### config.mk
export PLATFORM = sky130hd
export DESIGN_NAME = data_port_arbiter_flat
export DESIGN_NICKNAME = d
export VERILOG_FILES = /design/src/rtl/data_port_arbiter_pkg.sv /design/src/rtl/data_port_arbiter_if.sv /design/src/rtl/data_port_arbiter_rr.sv /design/src/rtl/data_port_arbiter.sv /design/src/flat_wrapper.sv
export SDC_FILE = /design/constraint.sdc
export NUM_CORES = 1
export LEC_CHECK = 0
export BUFFER_PORTS_ARGS = -buffer_cell sky130_fd_sc_hd__buf_2
export CAP_MARGIN = 0
export CORE_MARGIN = 2
export CORE_UTILIZATION = 43
export DETAILED_ROUTE_END_ITERATION = 16
export GPL_TIMING_DRIVEN = 0
export PLACE_DENSITY_LB_ADDON = 0.15
export SLEW_MARGIN = 20
export SYNTH_ARGS = -nofsm -noshare
export SYNTH_HDL_FRONTEND = slang
export SYNTH_SLANG_ARGS = --single-unit
### constraint.sdc
create_clock -name clk -period 4.08 [get_ports clk]
set_clock_uncertainty 0.15 [all_clocks]
set_input_delay 0.612 -clock clk [delete_from_list [all_inputs] [get_ports clk]]
set_output_delay 0.612 -clock clk [all_outputs]
set_load 0.03 [all_outputs]
### src/rtl/data_port_arbiter_pkg.sv
// data_port_arbiter_pkg
// Shared definitions for the data RAM port arbiter: the sequencer state
// enum, the port index constants and the default bus widths.
package data_port_arbiter_pkg;

  localparam int DEFAULT_ADDR_W = 12;
  localparam int DEFAULT_DATA_W = 16;

  // Port 0 is the CPU load/store port, port 1 the DMA/debug master.
  localparam logic PORT_CPU = 1'b0;
  localparam logic PORT_AUX = 1'b1;

  typedef enum logic [1:0] {
    IDLE,
    ACCESS,
    RD_WAIT
  } arbStateT;

endpackage

### src/rtl/data_port_arbiter_if.sv
// data_port_arbiter_if
// Bundles both requester ports, the RAM-side lines and the status outputs
// of the data RAM arbiter.
//   slave  : the arbiter (takes requests and ram_din, drives grants/RAM lines)
//   master : the environment (requesters plus the RAM itself)
// Signals:
//   enable                      global grant enable
//   reqN/weN/addrN/wdataN/lockN request port N
//   gntN/rvalidN/wackN          one-cycle handshake pulses to port N
//   rdata                       shared read data, qualified by rvalidN
//   ram_sel/ram_ld/ram_addr/ram_dout/ram_din  single-port RAM lines
//   owner                       winner of the most recent arbitration
interface data_port_arbiter_if
  import data_port_arbiter_pkg::*;
#(
  parameter int ADDR_W = DEFAULT_ADDR_W,
  parameter int DATA_W = DEFAULT_DATA_W
) ();

  logic              enable;
  logic              req0, req1;
  logic              we0, we1;
  logic [ADDR_W-1:0] addr0, addr1;
  logic [DATA_W-1:0] wdata0, wdata1;
  logic              lock0, lock1;
  logic              gnt0, gnt1;
  logic              rvalid0, rvalid1;
  logic              wack0, wack1;
  logic [DATA_W-1:0] rdata;
  logic              ram_sel;
  logic              ram_ld;
  logic [ADDR_W-1:0] ram_addr;
  logic [DATA_W-1:0] ram_dout;
  logic [DATA_W-1:0] ram_din;
  logic              owner;

  modport slave (
    input  enable, req0, req1, we0, we1, addr0, addr1, wdata0, wdata1,
           lock0, lock1, ram_din,
    output gnt0, gnt1, rvalid0, rvalid1, wack0, wack1, rdata,
           ram_sel, ram_ld, ram_addr, ram_dout, owner
  );

  modport master (
    output enable, req0, req1, we0, we1, addr0, addr1, wdata0, wdata1,
           lock0, lock1, ram_din,
    input  gnt0, gnt1, rvalid0, rvalid1, wack0, wack1, rdata,
           ram_sel, ram_ld, ram_addr, ram_dout, owner
  );

endinterface

### src/rtl/data_port_arbiter_rr.sv
// rr_arbiter2
// Combinational two-way round-robin picker with lock override.
//   eligible[1:0] : per-port "may be granted" flags
//   last_winner   : port granted most recently (loses a tie)
//   owner         : current owner, the only candidate while lock_owner is high
//   lock_owner    : the owner's lock input
//   win_valid     : some port wins this arbitration
//   win_idx       : the winning port
module rr_arbiter2
  import data_port_arbiter_pkg::*;
(
  input  logic [1:0] eligible,
  input  logic       last_winner,
  input  logic       owner,
  input  logic       lock_owner,
  output logic       win_valid,
  output logic       win_idx
);

  // A held lock narrows the choice to the owner alone, even if that leaves
  // nobody to grant; otherwise a tie goes to the port that did not win last.
  always_comb begin
    win_valid = 1'b0;
    win_idx   = PORT_CPU;
    if (lock_owner) begin
      win_valid = eligible[owner];
      win_idx   = owner;
    end else if (eligible == 2'b11) begin
      win_valid = 1'b1;
      win_idx   = ~last_winner;
    end else if (eligible[PORT_CPU]) begin
      win_valid = 1'b1;
      win_idx   = PORT_CPU;
    end else if (eligible[PORT_AUX]) begin
      win_valid = 1'b1;
      win_idx   = PORT_AUX;
    end
  end

endmodule

### src/rtl/data_port_arbiter.sv
// data_port_arbiter
// Serialises two masters onto the single-port data RAM (one-cycle read
// latency). A won request is captured, driven onto the RAM in ACCESS, and
// answered with wackN in the same cycle (write) or rvalidN one cycle later
// in RD_WAIT (read).
//   clk    : clock, all state changes on posedge
//   reset  : asynchronous, active-high
//   bus    : data_port_arbiter_if.slave, requests in, grants/RAM lines out
module data_port_arbiter
  import data_port_arbiter_pkg::*;
#(
  parameter int ADDR_W = DEFAULT_ADDR_W,
  parameter int DATA_W = DEFAULT_DATA_W
) (
  input logic                 clk,
  input logic                 reset,
  data_port_arbiter_if.slave  bus
);

  arbStateT          state, nextState;
  logic [ADDR_W-1:0] addrQ;
  logic [DATA_W-1:0] wdataQ;
  logic              weQ;
  logic              portQ;
  logic              ownerQ;
  logic              lastWinner;

  logic [1:0]        eligible;
  logic              lockOwner;
  logic              winValid;
  logic              winIdx;
  logic              arbPoint;

  assign eligible  = {bus.enable & bus.req1, bus.enable & bus.req0};
  assign lockOwner = (ownerQ == PORT_AUX) ? bus.lock1 : bus.lock0;

  // A read in ACCESS must go on to RD_WAIT; every other cycle is free to
  // pick the next access, which is what lets writes stream one per cycle
  // and reads follow each other without an IDLE bubble.
  assign arbPoint = (state != ACCESS) || weQ;

  rr_arbiter2 picker (
    .eligible    (eligible),
    .last_winner (lastWinner),
    .owner       (ownerQ),
    .lock_owner  (lockOwner),
    .win_valid   (winValid),
    .win_idx     (winIdx)
  );

  // State register.
  always_ff @(posedge clk or posedge reset) begin
    if (reset) begin
      state <= IDLE;
    end else begin
      state <= nextState;
    end
  end

  // Next-state logic.
  always_comb begin
    nextState = IDLE;
    case (state)
      ACCESS:  nextState = !weQ ? RD_WAIT : (winValid ? ACCESS : IDLE);
      IDLE,
      RD_WAIT: nextState = winValid ? ACCESS : IDLE;
      default: nextState = IDLE;
    endcase
  end

  // Capture the winning request so the requester is free to move on as
  // soon as it sees its grant. lastWinner starts at port 1 so the very
  // first tie after reset goes to the CPU port.
  always_ff @(posedge clk or posedge reset) begin
    if (reset) begin
      addrQ      <= '0;
      wdataQ     <= '0;
      weQ        <= 1'b0;
      portQ      <= PORT_CPU;
      ownerQ     <= PORT_CPU;
      lastWinner <= PORT_AUX;
    end else if (arbPoint && winValid) begin
      addrQ      <= (winIdx == PORT_AUX) ? bus.addr1  : bus.addr0;
      wdataQ     <= (winIdx == PORT_AUX) ? bus.wdata1 : bus.wdata0;
      weQ        <= (winIdx == PORT_AUX) ? bus.we1    : bus.we0;
      portQ      <= winIdx;
      ownerQ     <= winIdx;
      lastWinner <= winIdx;
    end
  end

  // Output decode. RAM address and write data come straight from the
  // capture registers, so no request input reaches the RAM combinationally.
  always_comb begin
    bus.gnt0     = 1'b0;
    bus.gnt1     = 1'b0;
    bus.wack0    = 1'b0;
    bus.wack1    = 1'b0;
    bus.rvalid0  = 1'b0;
    bus.rvalid1  = 1'b0;
    bus.ram_sel  = 1'b0;
    bus.ram_ld   = 1'b0;
    bus.rdata    = '0;
    bus.ram_addr = addrQ;
    bus.ram_dout = wdataQ;
    bus.owner    = ownerQ;
    case (state)
      ACCESS: begin
        bus.ram_sel = 1'b1;
        bus.ram_ld  = ~weQ;
        bus.gnt0    = (portQ == PORT_CPU);
        bus.gnt1    = (portQ == PORT_AUX);
        bus.wack0   = weQ && (portQ == PORT_CPU);
        bus.wack1   = weQ && (portQ == PORT_AUX);
      end
      RD_WAIT: begin
        bus.rdata   = bus.ram_din;
        bus.rvalid0 = (portQ == PORT_CPU);
        bus.rvalid1 = (portQ == PORT_AUX);
      end
      default: ;
    endcase
  end

endmodule

### src/flat_wrapper.sv
// flat-port wrapper written by rule: the top's interface ports become plain ports
module data_port_arbiter_flat import data_port_arbiter_pkg::*;
#(
  parameter int ADDR_W = DEFAULT_ADDR_W,
  parameter int DATA_W = DEFAULT_DATA_W
)
  (clk, reset, bus_enable, bus_req0, bus_req1, bus_we0, bus_we1, bus_addr0, bus_addr1, bus_wdata0, bus_wdata1, bus_lock0, bus_lock1, bus_ram_din, bus_gnt0, bus_gnt1, bus_rvalid0, bus_rvalid1, bus_wack0, bus_wack1, bus_rdata, bus_ram_sel, bus_ram_ld, bus_ram_addr, bus_ram_dout, bus_owner);
  data_port_arbiter_if #(.ADDR_W(ADDR_W), .DATA_W(DATA_W)) bus_i ();
  input logic clk;
  input logic reset;
  input wire logic [$bits(bus_i.enable)-1:0] bus_enable;
  input wire logic [$bits(bus_i.req0)-1:0] bus_req0;
  input wire logic [$bits(bus_i.req1)-1:0] bus_req1;
  input wire logic [$bits(bus_i.we0)-1:0] bus_we0;
  input wire logic [$bits(bus_i.we1)-1:0] bus_we1;
  input wire logic [$bits(bus_i.addr0)-1:0] bus_addr0;
  input wire logic [$bits(bus_i.addr1)-1:0] bus_addr1;
  input wire logic [$bits(bus_i.wdata0)-1:0] bus_wdata0;
  input wire logic [$bits(bus_i.wdata1)-1:0] bus_wdata1;
  input wire logic [$bits(bus_i.lock0)-1:0] bus_lock0;
  input wire logic [$bits(bus_i.lock1)-1:0] bus_lock1;
  input wire logic [$bits(bus_i.ram_din)-1:0] bus_ram_din;
  output wire logic [$bits(bus_i.gnt0)-1:0] bus_gnt0;
  output wire logic [$bits(bus_i.gnt1)-1:0] bus_gnt1;
  output wire logic [$bits(bus_i.rvalid0)-1:0] bus_rvalid0;
  output wire logic [$bits(bus_i.rvalid1)-1:0] bus_rvalid1;
  output wire logic [$bits(bus_i.wack0)-1:0] bus_wack0;
  output wire logic [$bits(bus_i.wack1)-1:0] bus_wack1;
  output wire logic [$bits(bus_i.rdata)-1:0] bus_rdata;
  output wire logic [$bits(bus_i.ram_sel)-1:0] bus_ram_sel;
  output wire logic [$bits(bus_i.ram_ld)-1:0] bus_ram_ld;
  output wire logic [$bits(bus_i.ram_addr)-1:0] bus_ram_addr;
  output wire logic [$bits(bus_i.ram_dout)-1:0] bus_ram_dout;
  output wire logic [$bits(bus_i.owner)-1:0] bus_owner;
  assign bus_i.enable = bus_enable;
  assign bus_i.req0 = bus_req0;
  assign bus_i.req1 = bus_req1;
  assign bus_i.we0 = bus_we0;
  assign bus_i.we1 = bus_we1;
  assign bus_i.addr0 = bus_addr0;
  assign bus_i.addr1 = bus_addr1;
  assign bus_i.wdata0 = bus_wdata0;
  assign bus_i.wdata1 = bus_wdata1;
  assign bus_i.lock0 = bus_lock0;
  assign bus_i.lock1 = bus_lock1;
  assign bus_i.ram_din = bus_ram_din;
  assign bus_gnt0 = bus_i.gnt0;
  assign bus_gnt1 = bus_i.gnt1;
  assign bus_rvalid0 = bus_i.rvalid0;
  assign bus_rvalid1 = bus_i.rvalid1;
  assign bus_wack0 = bus_i.wack0;
  assign bus_wack1 = bus_i.wack1;
  assign bus_rdata = bus_i.rdata;
  assign bus_ram_sel = bus_i.ram_sel;
  assign bus_ram_ld = bus_i.ram_ld;
  assign bus_ram_addr = bus_i.ram_addr;
  assign bus_ram_dout = bus_i.ram_dout;
  assign bus_owner = bus_i.owner;
  data_port_arbiter #(.ADDR_W(ADDR_W), .DATA_W(DATA_W)) u_core (.clk(clk), .reset(reset), .bus(bus_i));
endmodule
==> results.cfg, run 1 <==
[outcome]
status = completed

[synth]
syn-instance-count = 202
synth_simple_gate_area_share = 0.117
yosys_warnings = 0
average_size_of_a_mapped_cell_um2 = 8.78
synth.cell_area_um2 = 1770
muxShareOfSynthArea = 0
seq_area_frac_synth = 0.466
yosys.area_share.adder = 0
post_synth_num_cell_types = 25
synth_xor_area_frac = 0
dominant_combinational_cell_family_by_area_after_synthesis = buffers and inverters
post_synthesis_compound_gate_area_fraction = 0.193
ys_ff_latch = 33
syn_nets = 283

[critical_path]
timing.critical_path.to_type = output port
critPathMaxStageDelay_ps = 390
critical_path.reg2reg.startpoint = u_core.bus.owner
timing.critical_path.required_ps = 3320
regToRegSetupSlack_ps = 1870
timing.critical_path.fanout_max = 10
r2r.worst_path.cells = 5
r2r_endpoint = u_core.bus.ram_dout[10]
crit_path_cell_trace = nor2b_1 > clkbuf_1 > and2_1 > buf_2
critical_path.startpoint_type = register
critPathArrivalTime_ps = 1720
cp_bufs_invs = 2
critical_path.slowest_cell = sky130_fd_sc_hd__dfrtp_1
worst-setup-path-type = register to output port
worst_path_dominant_cell_family = simple AND/OR/NAND/NOR gates

[power]
peakVddDrop_v = 0.000409
power.static_leakage_nw = 1.67
power_per_cell_area_nw_per_um2 = 661

[cells_and_area]
final_area_um2 = 2590
area_delta_synth_final_pct = 45.9
final_layout_size_suffix_gt1_frac = 0.439
layout.cells.most_common = sky130_fd_sc_hd__buf_2
diodes = 0
finalNonFillerCells = 392
layout_common_cells = sky130_fd_sc_hd__buf_2, sky130_fd_sc_hd__inv_1, sky130_fd_sc_hd__dfrtp_1
finish.net_count = 423

[timing]
worst_pin_slew_ps = 680
rsz0062_at_grt = no
final-hold-violation-count = 0
achievable-frequency_ghz = 0.403
final.setup.tns_ps = 0
relSlewSlack = 0.546
final.min_clock_period_ps = 2480
layout_worst_path_cycle_share = 0.609
final_max_slew_viol_count = 0
finalSetupViolCount = 0

[grt]
grt.overflow.total = 0
grt_first_pass_wirelength_um = 7050
track_usage = 0.199
initial_antenna_violation_count = 0
vias_in_the_first_global_route = 1652
largest_net_degree_at_the_start_of_global_routing = 34

[cts]
clockRootBuffer = sky130_fd_sc_hd__clkbuf_8
clkLatencyLatePin_ps = 270
cts_buffer_depth = 2
postCtsSetupBuffers = 0
postCtsHoldBufs = 0
cts_sinks = 33
post_cts_resized = 0
clock_pin_transition_on_the_worst_setup_and_hold_timing_paths_ps = 60
htreeDepth = 2
tritoncts = built
numCtsBuffers = 5

[floorplanning]
num_rows = 23
die_height_um = 68.2
dieWidth_um = 68.2
design.die.area_um2 = 4650
initial_utilization = 0.446
ioPinCount = 134
core_um2 = 3970

[drt]
routed_wire_length_per_instance_um = 12.0
first_pass_iters = 7
wl_um = 4720
drt.antenna.violating_nets = 0
routed-via-count = 1844
vias_per_cell = 4.70
drcViolationCount = 0
dr.first_iter.drc_count = 156

[placed_design]
post_place_cell_area_um2 = 2500
port_buffers = 133
place.gp.congestion = 0.724
placed_cells_incl_taps = 385
place_hpwl_um = 3660

[flow_run]
cap_violations = 0

[worst_hold_path]
hold_path.class = primary input to asynchronous set/reset pin
-- flip-flops by register name (all words and copies together), names as in the netlist --
name and cells:
u_core.bus.owner 1, u_core.bus.ram_addr 12, u_core.bus.ram_dout 16, u_core.lastWinner 1, u_core.state 2, u_core.weQ 1
-- cells by family (layout without fill, tap and decap cells) --
family / after synthesis / in the layout
simple gates: 34 / 34
flops: 33 / 33
buf+inv: 98 / 238
compound gates: 37 / 37
-- cells in the mapped netlist, drive strengths merged --
cell | instances | area, µm²
nor4 | 2 | 12.5
a222oi | 28 | 280
and3 | 2 | 12.5
nand2 | 1 | 3.75
nor2b | 1 | 6.26
a32o | 1 | 10.0
a221o | 1 | 10.0
and2 | 18 | 113
or3 | 1 | 11.3
buf | 6 | 51.3
inv | 88 | 330
dfrtp | 32 | 801
a21oi | 4 | 23.8
nor4b | 1 | 8.76
nand2b | 3 | 18.8
or2 | 1 | 6.26
dfstp | 1 | 26.3
o21ai | 2 | 10.0
clkbuf | 4 | 15.0
a21boi | 1 | 7.51
nor2 | 4 | 15.0
-- layout make-up --
class,instances,area (µm²)
timing repair buffer,133,666
inverter,88,330
tap,50,62.6
multi-input combinational,71,549
buffer,10,66.3
sequential,33,827
clock buffer,7,86.3
fill,362,1380
-- metrics by stage --
stage / hold slack, ps / total power [mW] / setup WS, ps / utilization
after floorplan: 288 / 1.20 / 2090 / -
after detailed placement: 310 / 1.48 / 1670 / 0.630
after global placement: 298 / 1.46 / 1720 / 0.630
after CTS: 319 / 1.73 / 1610 / 0.652
after global routing: 341 / 1.82 / 1460 / 0.652
final: 288 / 1.71 / 1600 / 0.652
-- power by group --
group	switching [mW]	leakage, nW	internal (mW)
Combinational	0.592	1.26	0.312
Sequential	0.0855	0.365	0.481
Clock	0.107	0.0443	0.134
-- metal layers --
metal	wire length, µm	vias to the layer above	track usage
met5	0	-	0
met4	7	0	0.0400
met3	415	2	0.0526
met2	2390	83	0.348
li1	-	922	-
met1	1910	837	0.248
-- worst max-delay path by stage --
stage | from | endpoint | slack, ps | cells past startpoint
6_report | u_core.state[0] | bus_rdata[6] | 1600 | 4
5_1_grt | u_core.state[0] | bus_rdata[6] | 1460 | 4
4_1_cts | u_core.state[0] | bus_rdata[5] | 1610 | 4
3_5_place_dp | bus_enable | u_core.bus.ram_dout[10] | 1670 | 6
3_3_place_gp | bus_enable | u_core.bus.ram_dout[4] | 1720 | 6
2_1_floorplan | u_core.state[1] | u_core.bus.ram_addr[10] | 2090 | 6
(Power assumes the default switching activity.)
==> inputs of run 2 (changes only) <==
- CORE_UTILIZATION: 43 -> 40
- clock period: 4.08 -> 2.3 ns (I/O delays scaled with it)
==> run 2 against run 1 <==
Sequential share of layout area down 0.077 points. Register-to-register slack got worse by 1600 ps. First-iteration DRC count is 19% lower. Via count grew 2.3%. Largest power group unchanged. Highest routed layer unchanged.
==> results.cfg, run 2 (synthesized netlist as in run 1, its figures left out) <==
[floorplanning]
num_rows = 24
dieWidth_um = 70.6
design.die.area_um2 = 4980
die_height_um = 70.6
initial_utilization = 0.410
ioPinCount = 134
core_um2 = 4320

[cts]
clockRootBuffer = sky130_fd_sc_hd__clkbuf_8
postCtsSetupBuffers = 0
cts_sinks = 33
tritoncts = built
htreeDepth = 2
clkLatencyLatePin_ps = 280
cts_buffer_depth = 2
numCtsBuffers = 5
clock_pin_transition_on_the_worst_setup_and_hold_timing_paths_ps = 70

[flow_run]
cap_violations = 0

[critical_path]
startpoint = u_core.bus.owner
critical_path.startpoint_type = register
critPathArrivalTime_ps = 2050
timing.critical_path.required_ps = 2270
timing.critical_path.to_type = register
timing.critical_path.fanout_max = 10
r2r.worst_path.cells = 5
critical_path.reg2reg.startpoint = u_core.bus.owner
worst-setup-path-type = register to register
regToRegSetupSlack_ps = 220

[grt]
grt_first_pass_wirelength_um = 7560
track_usage = 0.191
largest_net_degree_at_the_start_of_global_routing = 34
vias_in_the_first_global_route = 1764
initial_antenna_violation_count = 0
grt.overflow.total = 0

[drt]
drcViolationCount = 0
first_pass_iters = 5
vias_per_cell = 4.77
routed_wire_length_per_instance_um = 11.9
wl_um = 4710
routed-via-count = 1886
drt.antenna.violating_nets = 0
dr.first_iter.drc_count = 127

[cells_and_area]
finish.net_count = 423
layout.cells.most_common = sky130_fd_sc_hd__buf_2
layout_common_cells = sky130_fd_sc_hd__buf_2, sky130_fd_sc_hd__inv_1, sky130_fd_sc_hd__dfrtp_1
area_delta_synth_final_pct = 46.3
diodes = 0
largest_register_ffs = 16
final_layout_size_suffix_gt1_frac = 0.443
fin_util = 0.600

[worst_hold_path]
hold_path.class = primary input to asynchronous set/reset pin

[timing]
final-hold-violation-count = 0
achievable-frequency_ghz = 0.481
final_max_slew_viol_count = 0
rsz0062_at_grt = no
final.min_clock_period_ps = 2080
layout_worst_path_cycle_share = 0.904
worst_pin_slew_ps = 701
relSlewSlack = 0.532
finalSetupViolCount = 0

[outcome]
status = completed

[power]
peakVddDrop_v = 0.000631
power.total_mw = 3.02
power.static_leakage_nw = 1.67
power_per_cell_area_nw_per_um2 = 1170

[placed_design]
port_buffers = 133
place.gp.congestion = 0.799
place_hpwl_um = 3640
## run 2: cell types whose count changed in the layout (fill, tap and decap cells not counted), sizes merged
cell | before | now
clkbuf | 11 | 12
## run 2: final cells by class
class                      instances  area [µm²]
fill                             409        1730
sequential                        33         827
timing repair buffer             133         666
multi-input combinational         71         558
inverter                          88         330
clock buffer                       8        80.1
buffer                            10        67.6
tap                               52        65.1
## run 2: through the flow
step / instances / worst slack [ps] / hold slack [ps] / TNS, ps / cell area (µm²)
after floorplan: 202 / 307 / 288 / 0 / 1770
after global placement: 387 / -8.33 / 301 / -13.3 / 2500
after detailed placement: 387 / 70.3 / 307 / 0 / 2500
after CTS: 395 / 51.5 / 44.0 / 0 / 2580
after global routing: 395 / 79.8 / 67.3 / 0 / 2590
final: 395 / 220 / 20.8 / 0 / 2590
## run 2: critical path: stages, from the launching register on
cell	delay, ps
sky130_fd_sc_hd__dfrtp_1	450
sky130_fd_sc_hd__nand2b_1	210
sky130_fd_sc_hd__a32o_1	290
sky130_fd_sc_hd__nor4_2	250
sky130_fd_sc_hd__clkbuf_1	400
sky130_fd_sc_hd__a222oi_1	160
## run 2: routing by layer
layer | GRT usage | part of all wire | vias up | wire (µm)
met5 | 0 | 0 | - | 0
met4 | 0.0755 | 0.0066 | 0 | 31
met3 | 0.0413 | 0.091 | 4 | 431
met2 | 0.357 | 0.50 | 94 | 2380
met1 | 0.210 | 0.40 | 861 | 1870
li1 | - | - | 927 | -
## run 2: repair_timing
item                                    CTS  global route
hold buffers                              0             0
endpoints found under the setup margin    0            29
gates resized for setup                   0             4
## run 2: path summary, 6_finish.rpt
check	to
max in group asynchronous	u_core.bus.ram_addr[8]
min in group clk	u_core.bus.ram_addr[6]
max	u_core.bus.ram_dout[7]
min reg2reg	u_core.lastWinner
max reg2reg	u_core.bus.ram_dout[7]
min	u_core.bus.ram_addr[5]
## run 2: where the power goes
group,switching [mW],internal (mW)
sequential,0.152,0.852
clock,0.200,0.215
combinational,1.05,0.557
